File: config.mk
export PLATFORM = sky130hd
export DESIGN_NAME = mult_div_unit
export DESIGN_NICKNAME = d
export VERILOG_FILES = /design/src/rtl/md_pkg.sv /design/src/rtl/md_iter_step.sv /design/src/rtl/mult_div_unit.sv
export SDC_FILE = /design/constraint.sdc
export NUM_CORES = 1
export LEC_CHECK = 0
export CORE_UTILIZATION = 30
export CTS_CLUSTER_SIZE = 8
export DETAILED_ROUTE_END_ITERATION = 16
export SKIP_CTS_REPAIR_TIMING = 1
export SLEW_MARGIN = 20
export SYNTH_ARGS = -nofsm -noshare
export SYNTH_HDL_FRONTEND = slang
export SYNTH_SLANG_ARGS = --single-unit
File: constraint.sdc
create_clock -name clock -period 7.36 [get_ports clock]
set_input_delay 0.736 -clock clock [delete_from_list [all_inputs] [get_ports clock]]
set_output_delay 0.736 -clock clock [all_outputs]
set_load 0.05 [all_outputs]
File: src/rtl/md_pkg.sv
// Shared encodings, FSM state type and iteration count for the multiply/divide unit.
package md_pkg;

    localparam logic [2:0] MD_MULT  = 3'b000;
    localparam logic [2:0] MD_MULTU = 3'b001;
    localparam logic [2:0] MD_DIV   = 3'b010;
    localparam logic [2:0] MD_DIVU  = 3'b011;
    localparam logic [2:0] MD_MTHI  = 3'b100;
    localparam logic [2:0] MD_MTLO  = 3'b101;

    localparam int MD_ITERATIONS = 32;

    typedef enum logic [1:0] {
        IDLE = 2'd0,
        MUL  = 2'd1,
        DIV  = 2'd2,
        FIN  = 2'd3
    } md_state_t;

    typedef enum logic {
        MODE_MUL = 1'b0,
        MODE_DIV = 1'b1
    } md_mode_t;

endpackage

File: src/rtl/md_iter_step.sv
// One radix-2 iteration: shift-add multiply on {acc, multiplier} or restoring
// divide on {remainder, quotient}. Purely combinational, shared by both modes.
module md_iter_step
    import md_pkg::*;
#(
    parameter int DATA_WIDTH = MD_ITERATIONS
) (
    input  logic [2*DATA_WIDTH-1:0] work,
    input  logic [DATA_WIDTH-1:0]   operand,
    input  md_mode_t                mode,
    output logic [2*DATA_WIDTH-1:0] work_next
);

    localparam int W = DATA_WIDTH;

    logic [W:0]   mul_sum;
    logic [W:0]   rem_shift;
    logic [W:0]   div_diff;
    logic         div_borrow;
    logic         diff_top_unused;

    always_comb begin
        mul_sum         = {1'b0, work[2*W-1:W]} + (work[0] ? {1'b0, operand} : {(W+1){1'b0}});
        // The shifted remainder needs W+1 bits; after a successful subtract it fits in W.
        rem_shift       = work[2*W-1:W-1];
        div_borrow      = rem_shift < {1'b0, operand};
        div_diff        = rem_shift - {1'b0, operand};
        diff_top_unused = div_diff[W];

        if (mode == MODE_MUL) begin
            work_next = {mul_sum, work[W-1:1]};
        end else if (!div_borrow) begin
            work_next = {div_diff[W-1:0], work[W-2:0], 1'b1};
        end else begin
            work_next = {work[2*W-2:0], 1'b0};
        end
    end

endmodule

File: src/rtl/mult_div_unit.sv
// Iterative multiply/divide unit holding the HI/LO registers; one radix-2 step
// per clock, 33 clocks from start to result.
//
// state | meaning
// IDLE  | waiting for start; MTHI/MTLO write HI/LO directly
// MUL   | shift-add iterations on {acc, multiplier}
// DIV   | restoring-divide iterations on {remainder, quotient}
// FIN   | sign fix-up, HI/LO write, done pulse follows
module mult_div_unit
    import md_pkg::*;
#(
    parameter int DATA_WIDTH = MD_ITERATIONS
) (
    input  logic                  clock,
    input  logic                  reset,
    input  logic                  start,
    input  logic [2:0]            op,
    input  logic [DATA_WIDTH-1:0] operand_a,
    input  logic [DATA_WIDTH-1:0] operand_b,
    input  logic                  cancel,
    output logic                  busy,
    output logic                  done,
    output logic [DATA_WIDTH-1:0] hi_out,
    output logic [DATA_WIDTH-1:0] lo_out
);

    localparam int W         = DATA_WIDTH;
    localparam int CNT_WIDTH = $clog2(DATA_WIDTH) + 1;

    md_state_t            state, state_next;
    logic [CNT_WIDTH-1:0] cnt;
    logic [2*W-1:0]       work, work_step, prod_fix;
    logic [W-1:0]         operand_r, raw_a, hi_r, lo_r, quo_fix, rem_fix;
    logic [W-1:0]         a_mag, b_mag;
    logic                 is_div, neg_q, neg_r, div_zero, done_r;
    logic                 accept, is_signed, a_neg, b_neg, last_iter;

    md_iter_step #(.DATA_WIDTH(W)) u_step (
        .work      (work),
        .operand   (operand_r),
        .mode      ((state == DIV) ? MODE_DIV : MODE_MUL),
        .work_next (work_step)
    );

    always_comb begin
        accept    = (state == IDLE) && start && !cancel;
        is_signed = (op == MD_MULT) || (op == MD_DIV);
        a_neg     = is_signed && operand_a[W-1];
        b_neg     = is_signed && operand_b[W-1];
        // Two's-complement negate of the most negative value yields its unsigned magnitude.
        a_mag     = a_neg ? -operand_a : operand_a;
        b_mag     = b_neg ? -operand_b : operand_b;
        last_iter = (cnt == CNT_WIDTH'(W - 1));
        prod_fix  = neg_q ? -work : work;
        quo_fix   = neg_q ? -work[W-1:0] : work[W-1:0];
        rem_fix   = neg_r ? -work[2*W-1:W] : work[2*W-1:W];
    end

    always_comb begin
        state_next = state;
        case (state)
            IDLE: begin
                if (accept && !op[2]) begin
                    state_next = op[1] ? DIV : MUL;
                end
            end
            MUL, DIV: begin
                if (cancel) begin
                    state_next = IDLE;
                end else if (last_iter) begin
                    state_next = FIN;
                end
            end
            FIN:     state_next = IDLE;
            default: state_next = IDLE;
        endcase
    end

    always_ff @(posedge clock or negedge reset) begin
        if (!reset) begin
            state <= IDLE;
        end else begin
            state <= state_next;
        end
    end

    always_ff @(posedge clock or negedge reset) begin
        if (!reset) begin
            cnt       <= '0;
            work      <= '0;
            operand_r <= '0;
            raw_a     <= '0;
            hi_r      <= '0;
            lo_r      <= '0;
            is_div    <= 1'b0;
            neg_q     <= 1'b0;
            neg_r     <= 1'b0;
            div_zero  <= 1'b0;
            done_r    <= 1'b0;
        end else begin
            done_r <= 1'b0;
            case (state)
                IDLE: begin
                    if (accept && !op[2]) begin
                        cnt       <= '0;
                        is_div    <= op[1];
                        neg_q     <= a_neg ^ b_neg;
                        neg_r     <= a_neg;
                        div_zero  <= (operand_b == '0);
                        raw_a     <= operand_a;
                        operand_r <= op[1] ? b_mag : a_mag;
                        work      <= {{W{1'b0}}, (op[1] ? a_mag : b_mag)};
                    end else if (accept && op == MD_MTHI) begin
                        hi_r <= operand_a;
                    end else if (accept && op == MD_MTLO) begin
                        lo_r <= operand_a;
                    end
                end
                MUL, DIV: begin
                    work <= work_step;
                    cnt  <= cnt + 1'b1;
                end
                FIN: begin
                    if (!cancel) begin
                        done_r <= 1'b1;
                        if (!is_div) begin
                            hi_r <= prod_fix[2*W-1:W];
                            lo_r <= prod_fix[W-1:0];
                        end else if (div_zero) begin
                            hi_r <= raw_a;
                            lo_r <= {W{1'b1}};
                        end else begin
                            hi_r <= rem_fix;
                            lo_r <= quo_fix;
                        end
                    end
                end
                default: ;
            endcase
        end
    end

    assign busy   = (state != IDLE);
    assign done   = done_r;
    assign hi_out = hi_r;
    assign lo_out = lo_r;

endmodule

### Word-level counts from Yosys, hierarchy flattened

Index checks and enable logic that the tools add are counted.

| word-level totals | value |
|---|---|
| flip-flop bits (word level) | 205 |
| word-level logic and storage cells | 93 |
| input bits | 71 |
| output and inout bits | 66 |

| cells by class | value |
|---|---|
| reductions and logical operators | 22 |
| bitwise gates (word level) | 1 |
| multiplexer cells | 35 |
| order comparisons | 1 |
| $add $sub $neg | 8 |
| eq/ne operators | 14 |

Operator list:

| cell | number |
|---|---|
| $mux 32 | 18 |
| $mux 64 | 4 |
| $neg 32->32 | 4 |
| $pmux 32 s2 | 2 |
| $pmux 64 s2 | 1 |
| $neg 64->64 | 1 |
| $add 32x32->33 | 1 |
| $lt 33x32->1 | 1 |
| $logic_not 32->1 | 1 |
| $sub 32x32->32 | 1 |
| $pmux 6 s2 | 1 |
| $mux 2 | 4 |
| $logic_and 1x1->1 | 7 |
| $add 6x1->6 const B | 1 |
| $eq 3x3->1 const B | 2 |
| $eq 6x5->1 const B | 1 |
| $mux 6 | 1 |
| $ne 2x1->1 const B | 3 |
| $ne 2x2->1 const B | 3 |
| $pmux 2 s3 | 1 |
| $reduce_and 2->1 | 3 |
| $reduce_bool 2->1 | 3 |
| $reduce_and 5->1 | 1 |
| $eq 2x2->1 const B | 2 |
| 11 further kinds | 14 |

### Depth between registers and ports, before layout

Gate-level depths: netlist (run 1).

| logic depth | value |
|---|---|
| depth in word-level cells | 8 |
| depth in mapped cells | 14 |
| mapped depth without buffers | 14 |

### Hierarchy

From an unflattened synthesis (run 1), not the netlist that was laid out.

| unflattened totals | value |
|---|---|
| cell total of the unflattened synthesis | 2305 |
| area total of the unflattened synthesis | 18041.1 sq um |

Modules (own cells, without submodules):

| module | instances | seq. area each (sq um) | area an instance (sq um) | cells an instance |
|---|---|---|---|---|
| mult_div_unit | 1 | 5129.9 | 13272.7 | 1629 |
| md_iter_step | 1 | 0.0 | 4768.3 | 676 |

### Worst setup path after synthesis (run 1)

Ideal clock, no wire load.

| path | value |
|---|---|
| kind | register -> register |
| from | register work[0] |
| to | register hi_r[30] (netlist: hi_out[30]) |
| arrival time | 3.223 ns |
| required time | 7.225 ns |
| path buffers | 1 |
| slack | 4.001 ns |
| clock period less this slack | 3.359 ns |
| setup time | 0.135 ns |
| stages on the path, launching flop included | 12 |
| cells stage by stage | dfrtp_1 inv_1 clkbuf_1 ha_1 nand2b_1 or4_1 or2_2 or4_4 or2_4 or3_1 a21oi_1 o41ai_2 |

| on the way | value |
|---|---|
| cells in the longest elaborated chain, start to end | 5 |

Ends and longest elaborated chain:

| element | line | source |
|---|---|---|
| start: declaration | mult_div_unit.sv:32 | `logic [2*W-1:0] work, work_step, prod_fix;` |
| start signal: assignment | mult_div_unit.sv:112 | `work <= {{W{1'b0}}, (op[1] ? a_mag : b_mag)};` |
| start signal: assignment | mult_div_unit.sv:120 | `work <= work_step;` |
| $neg 64->64 | mult_div_unit.sv:54 | `prod_fix = neg_q ? -work : work;` |
| $mux 64 | mult_div_unit.sv:54 |  |
| $mux 32 | mult_div_unit.sv:126 | `if (!is_div) begin` |
| $mux 32 | mult_div_unit.sv:124 | `if (!cancel) begin` |
| $pmux 32 s2 | mult_div_unit.sv:102 | `case (state)` |
| end signal: assignment | mult_div_unit.sv:127 | `hi_r <= prod_fix[2*W-1:W];` |
| end signal: assignment | mult_div_unit.sv:130 | `hi_r <= raw_a;` |
| end signal: assignment | mult_div_unit.sv:133 | `hi_r <= rem_fix;` |
| end: declaration | mult_div_unit.sv:33 | `logic [W-1:0] operand_r, raw_a, hi_r, lo_r, quo_fix, rem_fix;` |

Every way passes these cells. The select of a mux whose other input is x is not followed.
A chain may end at the register's enable or synchronous reset.

### Final worst setup path (run 1)

| path | value |
|---|---|
| from | register work[0] |
| to | register work[62] |

| on the way | value |
|---|---|
| cells in the longest elaborated chain, start to end | 4 |

Ends and longest elaborated chain:

| element | line | source |
|---|---|---|
| $mux 32 | md_iter_step.sv:23 | `mul_sum = {1'b0, work[2*W-1:W]} + (work[0] ? {1'b0, operand} : {(W+1){1'b0}});` |
| $add 32x32->33 | md_iter_step.sv:23 |  |
| $mux 64 | md_iter_step.sv:30 | `if (mode == MODE_MUL) begin` |
| $pmux 64 s2 | mult_div_unit.sv:102 |  |

Every way passes these cells.

==> results.py, run 1 <==
metrics = {
    "outcome": {
        "status": "finished, final reports clean",
    },
    "synth": {
        "synthArstFlopShare": 1.00,
        "yosysWarnings": 0,
        "yosysTopAreaCellShare": 0.305,
        "synth_nets": 2296,
        "ys_top_cells_by_count": "314 x nand2_1, 222 x o21ai_0, 205 x dfrtp_1",
        "synth.distinct_cells": 80,
        "mappedNetlistArea_um2": 16800,
        "yosysTopAreaCell": "dfrtp_1",
        "synth.most_common_cell": "nand2_1",
        "synth_flop_cell": "dfrtp_1",
        "ys_seq_elements": 205,
        "ys_seq_area_frac": 0.305,
        "synth_area_leaders": "dfrtp_1 30%, nand2_1 7.0%, o21ai_0 6.6%, xnor2_1 6.2%, ha_1 5.3%",
        "synth_cells": 2151,
        "avgSynthCellArea_um2": 7.83,
        "synth_enable_flop_cells": 0,
    },
    "grt": {
        "grt_overflow_total": 0,
        "antenna_found_initial": 0,
        "track_usage": 0.222,
        "grt_max_degree": 109,
        "grt_pass1_vias": 15800,
        "grt_pass1_wl_mm": 97.5,
    },
    "pwr": {
        "p_leak_nw": 7.93,
        "vdd_drop_max_uv": 226,
        "powerDensity_nw_per_um2": 555,
        "power.total_w": 0.0109,
    },
    "setup_path": {
        "critical_path.most_common_cell": "o21ai_0",
        "path_cells": "inv_1 > buf_4 > nor2_1 > ha_1 > a211oi_1 > o21ai_0 > a311oi_1 > o22ai_1 > o21ai_0 > nand2_1 > a31oi_1 > xnor2_1 > a221oi_1 > o21ai_0",
        "cp_max_fo": 32,
        "worst_setup_path_start_kind": "register",
        "worstSetupPathType": "reg -> reg",
        "critPathBufInv": 2,
        "critPathRequiredTime_ns": 7.79,
        "cp_top_family": "compound AO/OA/AOI/OAI gates",
        "crit_slowest_cell": "a311oi_1",
        "r2r_slack_ns": 3.27,
        "critPathCaptureType": "register",
        "worst_ep_arrival_time_ns": 4.52,
        "slowest_delay_ns": 0.52,
    },
    "floorplanning": {
        "dieArea_um2": 57100,
        "initial_core_util": 0.304,
        "core_area_um2": 55300,
        "num_rows": 86,
        "dieHeight_um": 239,
        "io-pin-count": 137,
        "die_w_um": 239,
    },
    "job": {
        "maxCapViolCount": 0,
    },
    "routing": {
        "vias": 16700,
        "wl_per_cell_um": 22.0,
        "met2RoutedLength_mm": 27.6,
        "maxUsedRoutingLayer": "met4",
        "finalWirelength_mm": 64.7,
        "drc": 0,
        "dr.pass1.iters": 5,
        "antenna_left": 0,
        "wl_met3_mm": 5.45,
        "avgViaCountPerCell": 5.67,
        "first_iter_violations": 1623,
        "wl_met1_mm": 28.9,
    },
    "timing": {
        "tns_ns": 0,
        "finalHoldViolCount": 0,
        "maxSlewViolCount": 0,
        "setup-violations-final": 0,
        "slew-limit-headroom": 0.277,
        "clock_skew_ns": 0.0147,
        "grt_setup_unrepaired": "no",
        "clock.fmax_mhz": 245,
        "fin_ws_ns": 3.27,
        "max_slew.worst_pin.slew_ns": 1.08,
        "fin_crit_sh": 0.555,
        "period_minus_slack_ns": 4.09,
    },
    "clock_tree": {
        "clock_latency_ns": 0.57,
        "root_buffer": "clkbuf_16",
        "tritoncts": "built",
        "h-tree-depth": 1,
        "cts.sinks": 205,
        "clk_pin_slew_ns": 0.05,
        "numCtsBuffers": 30,
        "cts_buffer_depth": 3,
    },
    "place": {
        "pre_cts_slack_ns": 3.01,
        "hpwl_mm": 48.2,
        "gp_congestion": 0.970,
        "io_buffers": 136,
        "placedCellCount": 2905,
    },
    "layout": {
        "syn_to_final_growth_pct": 16.3,
        "drive_gt1_frac": 0.0542,
        "post-route-util": 0.354,
        "stdcell_count": 2945,
        "nNetsFinal": 2335,
    },
    "hold_path": {
        "hold_path_class": "in -> async",
    },
}
[logic make-up after synthesis]
family | synth area share
AND/OR/NAND/NOR | 0.186
AO/OA/AOI/OAI | 0.264
flip-flops | 0.305
XOR/XNOR | 0.0931
adder cells (fa/ha/maj) | 0.0559
multiplexers | 0.0457
buffers and inverters | 0.0502
[path summary, 6_finish.rpt]
kind | to | depth (start not counted) | startpoint
worst max-delay path | work[62] | 14 | work[0]
worst min-delay path | hi_out[21] | 1 | reset
worst max register to register | work[62] | 14 | work[0]
worst min register to register | lo_out[30] | 2 | lo_out[30]
max in group asynchronous | lo_out[14] | 2 | reset
min in group clock | lo_out[30] | 2 | lo_out[30]
[registers in the layout, indices dropped and copies added, names as in the netlist, 2 cells and up]
| register | cells |
|---|---|
| raw_a | 32 |
| cnt | 6 |
| lo_out | 32 |
| state | 2 |
| operand_r | 32 |
| work | 64 |
| hi_out | 32 |
[layout by cell type (no fill, tap or decap), types with 9 or more instances in the layout]
master,netlist,final
a211oi_1,40,40
a21o_1,28,28
a21oi_1,165,164
a221o_1,11,11
a22oi_1,15,15
a31oi_1,15,15
and3_1,20,20
buf_4,0,20
clkbuf_16,0,31
clkdlybuf4s50_1,0,134
dfrtp_1,205,204
ha_1,72,70
inv_1,69,69
mux2_2,23,23
mux2i_1,51,51
nand2_1,314,313
nand2b_1,26,26
nand3_1,27,27
nand4_1,9,9
nor2_1,165,164
nor2b_1,10,10
nor3_1,25,25
o211ai_1,40,40
o21ai_0,222,222
o21ai_1,19,18
o22ai_1,36,36
o31ai_1,24,24
o41ai_1,17,17
or2_2,10,10
or3_1,21,21
or4_1,20,20
xnor2_1,120,120
xor2_1,59,59
[metrics by stage]
step                      area, µm²  hold slack, ns
after detailed placement      18700           0.464
after floorplan               16800           0.437
after global routing          19600          0.0607
after global placement        18700           0.456
after CTS                     19500           0.316
final                         19600          0.0578
[layer usage]
metal | up-vias | track usage
met1 | 8028 | 0.314
met4 | 0 | 0.0958
met5 | - | 0
li1 | 7789 | -
met2 | 747 | 0.334
met3 | 129 | 0.0341
[power breakdown]
part           switching [W]  leakage [nW]  total [W]  internal, W
Clock               0.000523         0.395    0.00127     0.000750
Sequential          0.000781          2.51    0.00248      0.00170
Combinational        0.00442          5.03    0.00711      0.00269
Total                0.00572          7.93     0.0109      0.00515
[cell type report]
class / instances / area (µm²)
diodes: 1 / 2.50
clock buffers: 37 / 808
clock inverters: 1 / 7.51
fillers: 5743 / 35700
inverters: 70 / 263
multi-input cells: 1726 / 10900
flip-flops and latches: 205 / 5130
well taps: 748 / 936
repair buffers: 157 / 1540
(Power assumes the default switching activity.)
==> inputs of run 2 (changes only) <==
- clock period: 7.36 -> 3.99 ns (I/O delays scaled with it)
==> run 2 against run 1 <==
  * The flow now finishes with violations (hold timing)
  * Combinational power increased by 100%
  * Clock skew increased by 0.013 ns
  * Worst setup slack got worse by 3.0 ns
  * Final cell count increased by 3.1%
  * Routed wire length increased by 4.4%
  * Via count increased by 2.6%
  * Fmax increased by 11%
  * Clock power increased by 90%
  * Global-route usage increased by 1.0 points
  * Utilization increased by 1.3 points
  * Non-clock buffer count increased by 91
  * Die area unchanged
  * Critical endpoint is now hi_out[24]
  * Largest cell class unchanged
  * Highest routed layer is now met5
==> results.py, run 2 (same netlist as run 1, synthesis figures left out) <==
metrics = {
    "timing": {
        "period_minus_slack_ns": 3.69,
        "fin_crit_sh": 0.924,
        "setup-violations-final": 0,
        "holdWs_ns": -0.0663,
        "clock_skew_ns": 0.0274,
        "grt_setup_unrepaired": "no",
        "maxSlewViolCount": 0,
        "finalHoldViolCount": 27,
        "clock.fmax_mhz": 271,
        "slew-limit-headroom": 0.199,
        "max_slew.worst_pin.slew_ns": 1.20,
        "tns_ns": 0,
    },
    "pwr": {
        "p_int_w": 0.0100,
        "p_clk_frac": 0.116,
        "vdd_drop_max_uv": 429,
        "powerDensity_nw_per_um2": 1030,
        "p_leak_nw": 8.39,
        "p_seq_frac": 0.202,
        "p_sw_w": 0.0108,
        "swShare": 0.518,
        "combPwrFrac": 0.682,
    },
    "clock_tree": {
        "clk_pin_slew_ns": 0.06,
        "numCtsBuffers": 30,
        "tritoncts": "built",
        "cts_buffer_depth": 3,
        "root_buffer": "clkbuf_16",
        "clock_latency_ns": 0.59,
        "h-tree-depth": 1,
        "cts.sinks": 205,
    },
    "layout": {
        "nNetsFinal": 2426,
        "syn_to_final_growth_pct": 20.5,
        "post-route-util": 0.367,
        "final_cell_mix": "313 x nand2_1, 222 x o21ai_0, 204 x dfrtp_1, 165 x nor2_1, 164 x a21oi_1",
        "final_area_um2": 20300,
        "antenna_cells": 0,
        "layout_commonest_cell": "nand2_1",
        "fillerInstances": 5731,
        "largest_register_ffs": 64,
        "top_register": "work",
        "drive_gt1_frac": 0.0923,
    },
    "floorplanning": {
        "die_w_um": 239,
        "io-pin-count": 137,
        "core_area_um2": 55300,
        "dieHeight_um": 239,
        "num_rows": 86,
        "initial_core_util": 0.304,
        "dieArea_um2": 57100,
    },
    "routing": {
        "first_iter_violations": 1544,
        "avgViaCountPerCell": 5.64,
        "finalWirelength_mm": 67.5,
        "vias": 17100,
        "drc": 0,
        "wl_per_cell_um": 22.2,
        "dr.pass1.iters": 7,
        "antenna_left": 0,
    },
    "place": {
        "hpwl_mm": 51.5,
        "place_area_um2": 19500,
        "gp_congestion": 0.967,
        "io_buffers": 136,
    },
    "outcome": {
        "status": "complete, but fails checks",
        "violations": "hold timing",
    },
    "setup_path": {
        "cp_max_fo": 9,
        "critPathCaptureType": "register",
        "critPathRequiredTime_ns": 4.45,
        "worst_ep_arrival_time_ns": 4.14,
        "crit_slowest_cell": "or4b_4",
        "worstSetupPathType": "reg -> reg",
        "reg2reg_depth": 11,
        "cp_top_family": "simple AND/OR/NAND/NOR gates",
        "path_cells": "inv_1 > ha_1 > or3b_1 > or4b_4 > or2_1 > or4_4 > or3_1 > o21ai_0 > o21ai_0 > o221ai_1 > nand2_1",
        "worst_setup_path_start_kind": "register",
        "critPathBufInv": 1,
        "critical_path.most_common_cell": "o21ai_0",
        "r2r_slack_ns": 0.30,
        "cp_num_cells": 11,
        "slowest_delay_ns": 0.54,
    },
    "grt": {
        "grt_overflow_total": 0,
        "grt_pass1_vias": 16000,
        "grt_max_degree": 114,
        "track_usage": 0.232,
        "antenna_found_initial": 3,
        "grt_pass1_wl_mm": 101,
    },
    "hold_path": {
        "hold_path_class": "in -> async",
    },
    "job": {
        "maxCapViolCount": 0,
    },
}
run 2: layout make-up:
type / instances / area (µm²) / area share
clock buffer: 37 / 828 / 0.0408
clock inverter: 1 / 5.00 / 0.000247
multi-input combinational: 1726 / 10900 / 0.537
tap: 748 / 936 / 0.0461
timing repair buffer: 248 / 2240 / 0.110
inverter: 70 / 263 / 0.0129
sequential: 205 / 5130 / 0.253
run 2: power by group through the flow:
stage | sequential [W] | clock (W) | combinational (W)
finish | 0.00420 | 0.00241 | 0.0142
global route | 0.00430 | 0.00252 | 0.0154
CTS | 0.00416 | 0.00244 | 0.0140
detailed placement | 0.00419 | 0 | 0.0140
global placement | 0.00416 | 0 | 0.0138
floorplan | 0.00493 | 0 | 0.00867
run 2: layer usage:
layer	track usage	routed length, µm
met1	0.327	29800
met2	0.346	28700
met5	0	31
met3	0.0326	5430
met4	0.113	3600
run 2: worst paths after layout:
path | start | to
max | work[32] | hi_out[24]
min | reset | hi_out[22]
max reg2reg | work[32] | hi_out[24]
min reg2reg | lo_out[29] | lo_out[29]
max in group asynchronous | reset | operand_r[12]
min in group clock | op[1] | work[31]
run 2: stage by stage:
stage               total power, W  instances  worst slack [ns]
finish                      0.0208       3035             0.302
global route                0.0223       3035            0.0727
CTS                         0.0207       3035             0.318
detailed placement          0.0182       2997             0.278
global placement            0.0180       2997             0.286
floorplan                   0.0136       2151             0.631
==> inputs of run 3 (changes only) <==
- CTS_CLUSTER_SIZE: 8 -> 10
==> run 3 against run 2 <==
  * The flow still finishes with violations (hold timing)
  * Combinational power about the same
  * Die area unchanged
  * Register-to-register slack worse by 0.03 ns
==> results.py, run 3 (same netlist as run 1, synthesis figures left out) <==
metrics = {
    "floorplanning": {
        "die_w_um": 239,
        "dieArea_um2": 57100,
        "dieHeight_um": 239,
        "core_area_um2": 55300,
        "num_rows": 86,
        "initial_core_util": 0.304,
        "io-pin-count": 137,
    },
    "clock_tree": {
        "clock_latency_ns": 0.58,
        "clk_pin_slew_ns": 0.06,
        "cts_buffer_depth": 3,
        "root_buffer": "clkbuf_16",
        "numCtsBuffers": 27,
        "tritoncts": "built",
        "h-tree-depth": 1,
        "cts.sinks": 205,
    },
    "place": {
        "hpwl_mm": 51.5,
        "io_buffers": 136,
        "gp_congestion": 0.967,
        "pre_cts_slack_ns": 0.278,
    },
    "pwr": {
        "power.total_w": 0.0209,
        "powerDensity_nw_per_um2": 1030,
        "vdd_drop_max_uv": 434,
        "p_leak_nw": 8.41,
    },
    "setup_path": {
        "reg2reg_depth": 11,
        "regToRegStartpoint": "work[32]",
        "worst_setup_path_start_kind": "register",
        "worstSetupPathType": "reg -> reg",
        "r2r_end": "hi_out[24]",
        "worst_ep_arrival_time_ns": 4.15,
        "r2r_slack_ns": 0.27,
        "timing.critical_path.from": "work[32]",
        "critPathCaptureType": "register",
        "cp_max_fo": 9,
        "critPathRequiredTime_ns": 4.42,
    },
    "layout": {
        "largest_register_ffs": 64,
        "drive_gt1_frac": 0.0934,
        "nNetsFinal": 2423,
        "top_register": "work",
        "post-route-util": 0.368,
        "syn_to_final_growth_pct": 20.8,
        "antenna_cells": 0,
        "final_cell_mix": "313 x nand2_1, 222 x o21ai_0, 204 x dfrtp_1, 165 x nor2_1, 164 x a21oi_1",
        "layout_commonest_cell": "nand2_1",
        "fillerInstances": 5734,
    },
    "timing": {
        "clock_skew_ns": 0.0244,
        "clock.fmax_mhz": 269,
        "holdWs_ns": -0.0489,
        "fin_ws_ns": 0.270,
        "maxSlewViolCount": 0,
        "tns_ns": 0,
        "grt_setup_unrepaired": "no",
        "slew-limit-headroom": 0.188,
        "setup-violations-final": 0,
        "fin_crit_sh": 0.932,
        "period_minus_slack_ns": 3.72,
        "finalHoldViolCount": 24,
        "max_slew.worst_pin.slew_ns": 1.22,
    },
    "routing": {
        "wl_per_cell_um": 22.3,
        "wl_met1_mm": 30.1,
        "drc": 0,
        "finalWirelength_mm": 67.7,
        "avgViaCountPerCell": 5.61,
        "antenna_left": 0,
        "dr.pass1.iters": 6,
        "first_iter_violations": 1608,
        "vias": 17100,
        "met2RoutedLength_mm": 28.8,
        "maxUsedRoutingLayer": "met5",
        "wl_met3_mm": 5.19,
    },
    "grt": {
        "grt_pass1_wl_mm": 101,
        "track_usage": 0.232,
        "antenna_found_initial": 3,
        "grt_overflow_total": 0,
        "grt_max_degree": 114,
        "grt_pass1_vias": 16000,
    },
    "hold_path": {
        "hold_path_class": "in -> async",
    },
    "outcome": {
        "violations": "hold timing",
        "status": "complete, but fails checks",
    },
    "job": {
        "maxCapViolCount": 0,
    },
}
==> run 3: cell types whose count changed in the layout (fill, tap and decap cells not counted) <==
cell	delta
clkbuf_16	-4
bufinv_16	+3
clkbuf_1	+2
clkbuf_8	+2
clkinvlp_4	+1
inv_6	+1
==> run 3: critical path: stages (launching register included) <==
cell and delay (ns):
dfrtp_1 0.53, inv_1 0.19, ha_1 0.18, or3b_1 0.40, or4b_4 0.54, or2_1 0.29
or4_4 0.51, or3_1 0.35, o21ai_0 0.16, o21ai_0 0.09, o221ai_1 0.26, nand2_1 0.08
==> run 3: area by class of cell <==
class / instances / area [µm²] / area share
Multi-Input combinational cell: 1726 / 10900 / 0.536
Sequential cell: 205 / 5130 / 0.252
Clock buffer: 37 / 763 / 0.0375
Clock inverter: 6 / 111 / 0.00548
Inverter: 70 / 263 / 0.0129
Timing Repair Buffer: 248 / 2240 / 0.110
Tap cell: 748 / 936 / 0.0460
==> run 3: power breakdown <==
part | switching (W) | leakage (nW) | internal, W
Sequential | 0.00105 | 2.51 | 0.00315
Clock | 0.000988 | 0.426 | 0.00151
Combinational | 0.00874 | 5.47 | 0.00547
Total | 0.0108 | 8.41 | 0.0101
==> run 3: per-stage QoR <==
| stage | instance area (µm²) | hold WS (ns) | instances |
|---|---|---|---|
| 3_5_place_dp | 19500 | 0.459 | 2997 |
| 6_report | 20300 | -0.0489 | 3040 |
| 5_1_grt | 20300 | 0.0519 | 3040 |
| 3_3_place_gp | 19500 | 0.456 | 2997 |
| 2_1_floorplan | 16800 | 0.103 | 2151 |
| 4_1_cts | 20300 | 0.0170 | 3040 |
==> run 3: worst max-delay path by stage <==
| stage | end | slack [ns] | cells after the start |
|---|---|---|---|
| 6_report | hi_out[24] | 0.27 | 11 |
| 5_1_grt | hi_out[24] | 0.07 | 11 |
| 4_1_cts | hi_out[24] | 0.32 | 11 |
| 3_5_place_dp | work[23] | 0.28 | 11 |
| 3_3_place_gp | work[22] | 0.29 | 11 |
| 2_1_floorplan | hi_out[30] | 0.63 | 11 |
==> run 3: per-layer routing <==
metal  vias to the layer above  track usage
met5                         -            0
met4                         4        0.117
met3                       131       0.0330
met2                       731        0.343
met1                      8224        0.328
li1                       7977            -
==> RTL change (settings of run 2) <==
The package constant `MD_ITERATIONS` goes from 32 to 16.
--- a/src/rtl/md_pkg.sv
+++ b/src/rtl/md_pkg.sv
@@ -8,7 +8,7 @@
     localparam logic [2:0] MD_MTHI  = 3'b100;
     localparam logic [2:0] MD_MTLO  = 3'b101;
 
-    localparam int MD_ITERATIONS = 32;
+    localparam int MD_ITERATIONS = 16;
 
     typedef enum logic [1:0] {
         IDLE = 2'd0,
Ports: changed (resized hi_out, lo_out, operand_a and operand_b); port bits go from 137 to 73. No check against the original RTL was run, so the function may have changed too.
==> RTL change against run 2 <==
  * Clock skew shrank 0.016 ns
  * Utilization is 0.95 points lower
  * Highest routed layer is now met4
  * Final cell count fell by 48%
  * Worst setup slack improved by 0.51 ns
  * Critical path depth down 4
  * Design area fell by 49%
  * Largest power group unchanged
  * Sequential cell count shrank 97
  * Synthesized area decreased by 47%
  * Maximum frequency grew 16%
  * Total power shrank 55%
  * Via count is 49% lower
  * Routed wire length down 54%
==> RTL change: results (changes against run 2) <==
met2 routed WL: 13300 µm (was 28700 µm)
CP arrival: 3.42 ns (was 4.14 ns)
CP top delay family: compound AO/OA/AOI/OAI gates (was simple AND/OR/NAND/NOR gates)
Worst path max stage delay: 0.69 ns (was 0.54 ns)
Area after DPL: 0.0100 mm² (was 0.0195 mm²)
via count: 8788 (was 17100)
layout cell share with drive strength beyond 1: 6.24% (was 9.23%)
vias in the first global route: 8181 (was 16000)
initial antenna violation count: 0 (was 3)
internal power: 4.46 mW (was 10.0 mW)
Synth top cells by count: nand2_1, dfrtp_1, nor2_1 (was nand2_1, o21ai_0, dfrtp_1)
max FFs per register: 32 (was 64)
I/O Buffers: 72 (was 136)
NumNets Final: 1263 (was 2426)
adder-cell share of the synthesized area: 6.20% (was 5.59%)
Placed Cells: 1554 (was 2997)
Vias per Instance: 5.60 (was 5.64)
routing usage on met2: 30.6% (was 34.6%)
status: completed (was finished with violations)
DP HPWL: 23600 µm (was 51500 µm)
Top Layer Used: met4 (was met5)
slowest CP cell: dfrtp_1 (was or4b_4)
pre-CTS WS: 0.879 ns (was 0.278 ns)
met1 usage: 29.1% (was 32.7%)
first-pass GRT wire length: 48100 µm (was 101000 µm)
Compound-Gate Fraction of Synth Area: 26.0% (was 26.4%)
initial DRC count: 933 (was 1544)
r2r worst-path depth: 7 (was 11)
worst skew pair latency: 0.36 ns (was 0.59 ns)
Num CTS Buffers: 9 (was 30)
Routed wire per std cell: 19.7 µm (was 22.2 µm)
largest cells by area after synthesis: dfrtp_1, nand2_1, ha_1 (was dfrtp_1, nand2_1, o21ai_0)
Worst-Margin Slew: 0.905 ns (was 1.20 ns)
critical path fanouts, max: 13 (was 9)
met3 routed WL: 2640 µm (was 5430 µm)
mux cell area share after synthesis: 3.94% (was 4.57%)
largest net degree at the start of global routing: 57 (was 114)
Leak: 4.26 nW (was 8.39 nW)
sequential share of the synthesized area: 30.3% (was 30.5%)
clk buf depth: 2 (was 3)
Hold Vio Cnt, Final: 0 (was 27)
M3 GR Usage: 3.74% (was 3.26%)
Mapped Cells: 1143 (was 2151)
Clock power frac: 10.3% (was 11.6%)
Synth Area in XOR/XNOR: 7.96% (was 9.31%)
sequential power share: 23.8% (was 20.2%)
RTL change: cell count changes after synthesis, sizes merged, moves of 31 or more:
cell	delta
nor2	-64
ha	-31
xnor2	-68
a21oi	-80
clkbuf	-57
nand2	-156
dfrtp	-97
o21ai	-133
RTL change: path summary, 6_finish.rpt:
| check | slack (ns) | from | to |
|---|---|---|---|
| max in group asynchronous | 2.99 | reset | operand_r[8] |
| worst max register to register | 0.81 | work[29] | work[0] |
| worst max-delay path | 0.81 | work[29] | work[0] |
| min in group clock | 0.48 | lo_out[9] | lo_out[9] |
| worst min-delay path | 0.10 | reset | hi_out[8] |
| worst min register to register | 0.48 | lo_out[9] | lo_out[9] |
RTL change: layout make-up:
cell class	instances	area, µm²	area share [%]
Timing Repair Buffer	98	913	8.83
Clock inverter	3	45.0	0.436
Sequential cell	108	2700	26.1
Clock buffer	13	260	2.52
Tap cell	384	480	4.65
Inverter	47	176	1.71
Multi-Input combinational cell	917	5760	55.7
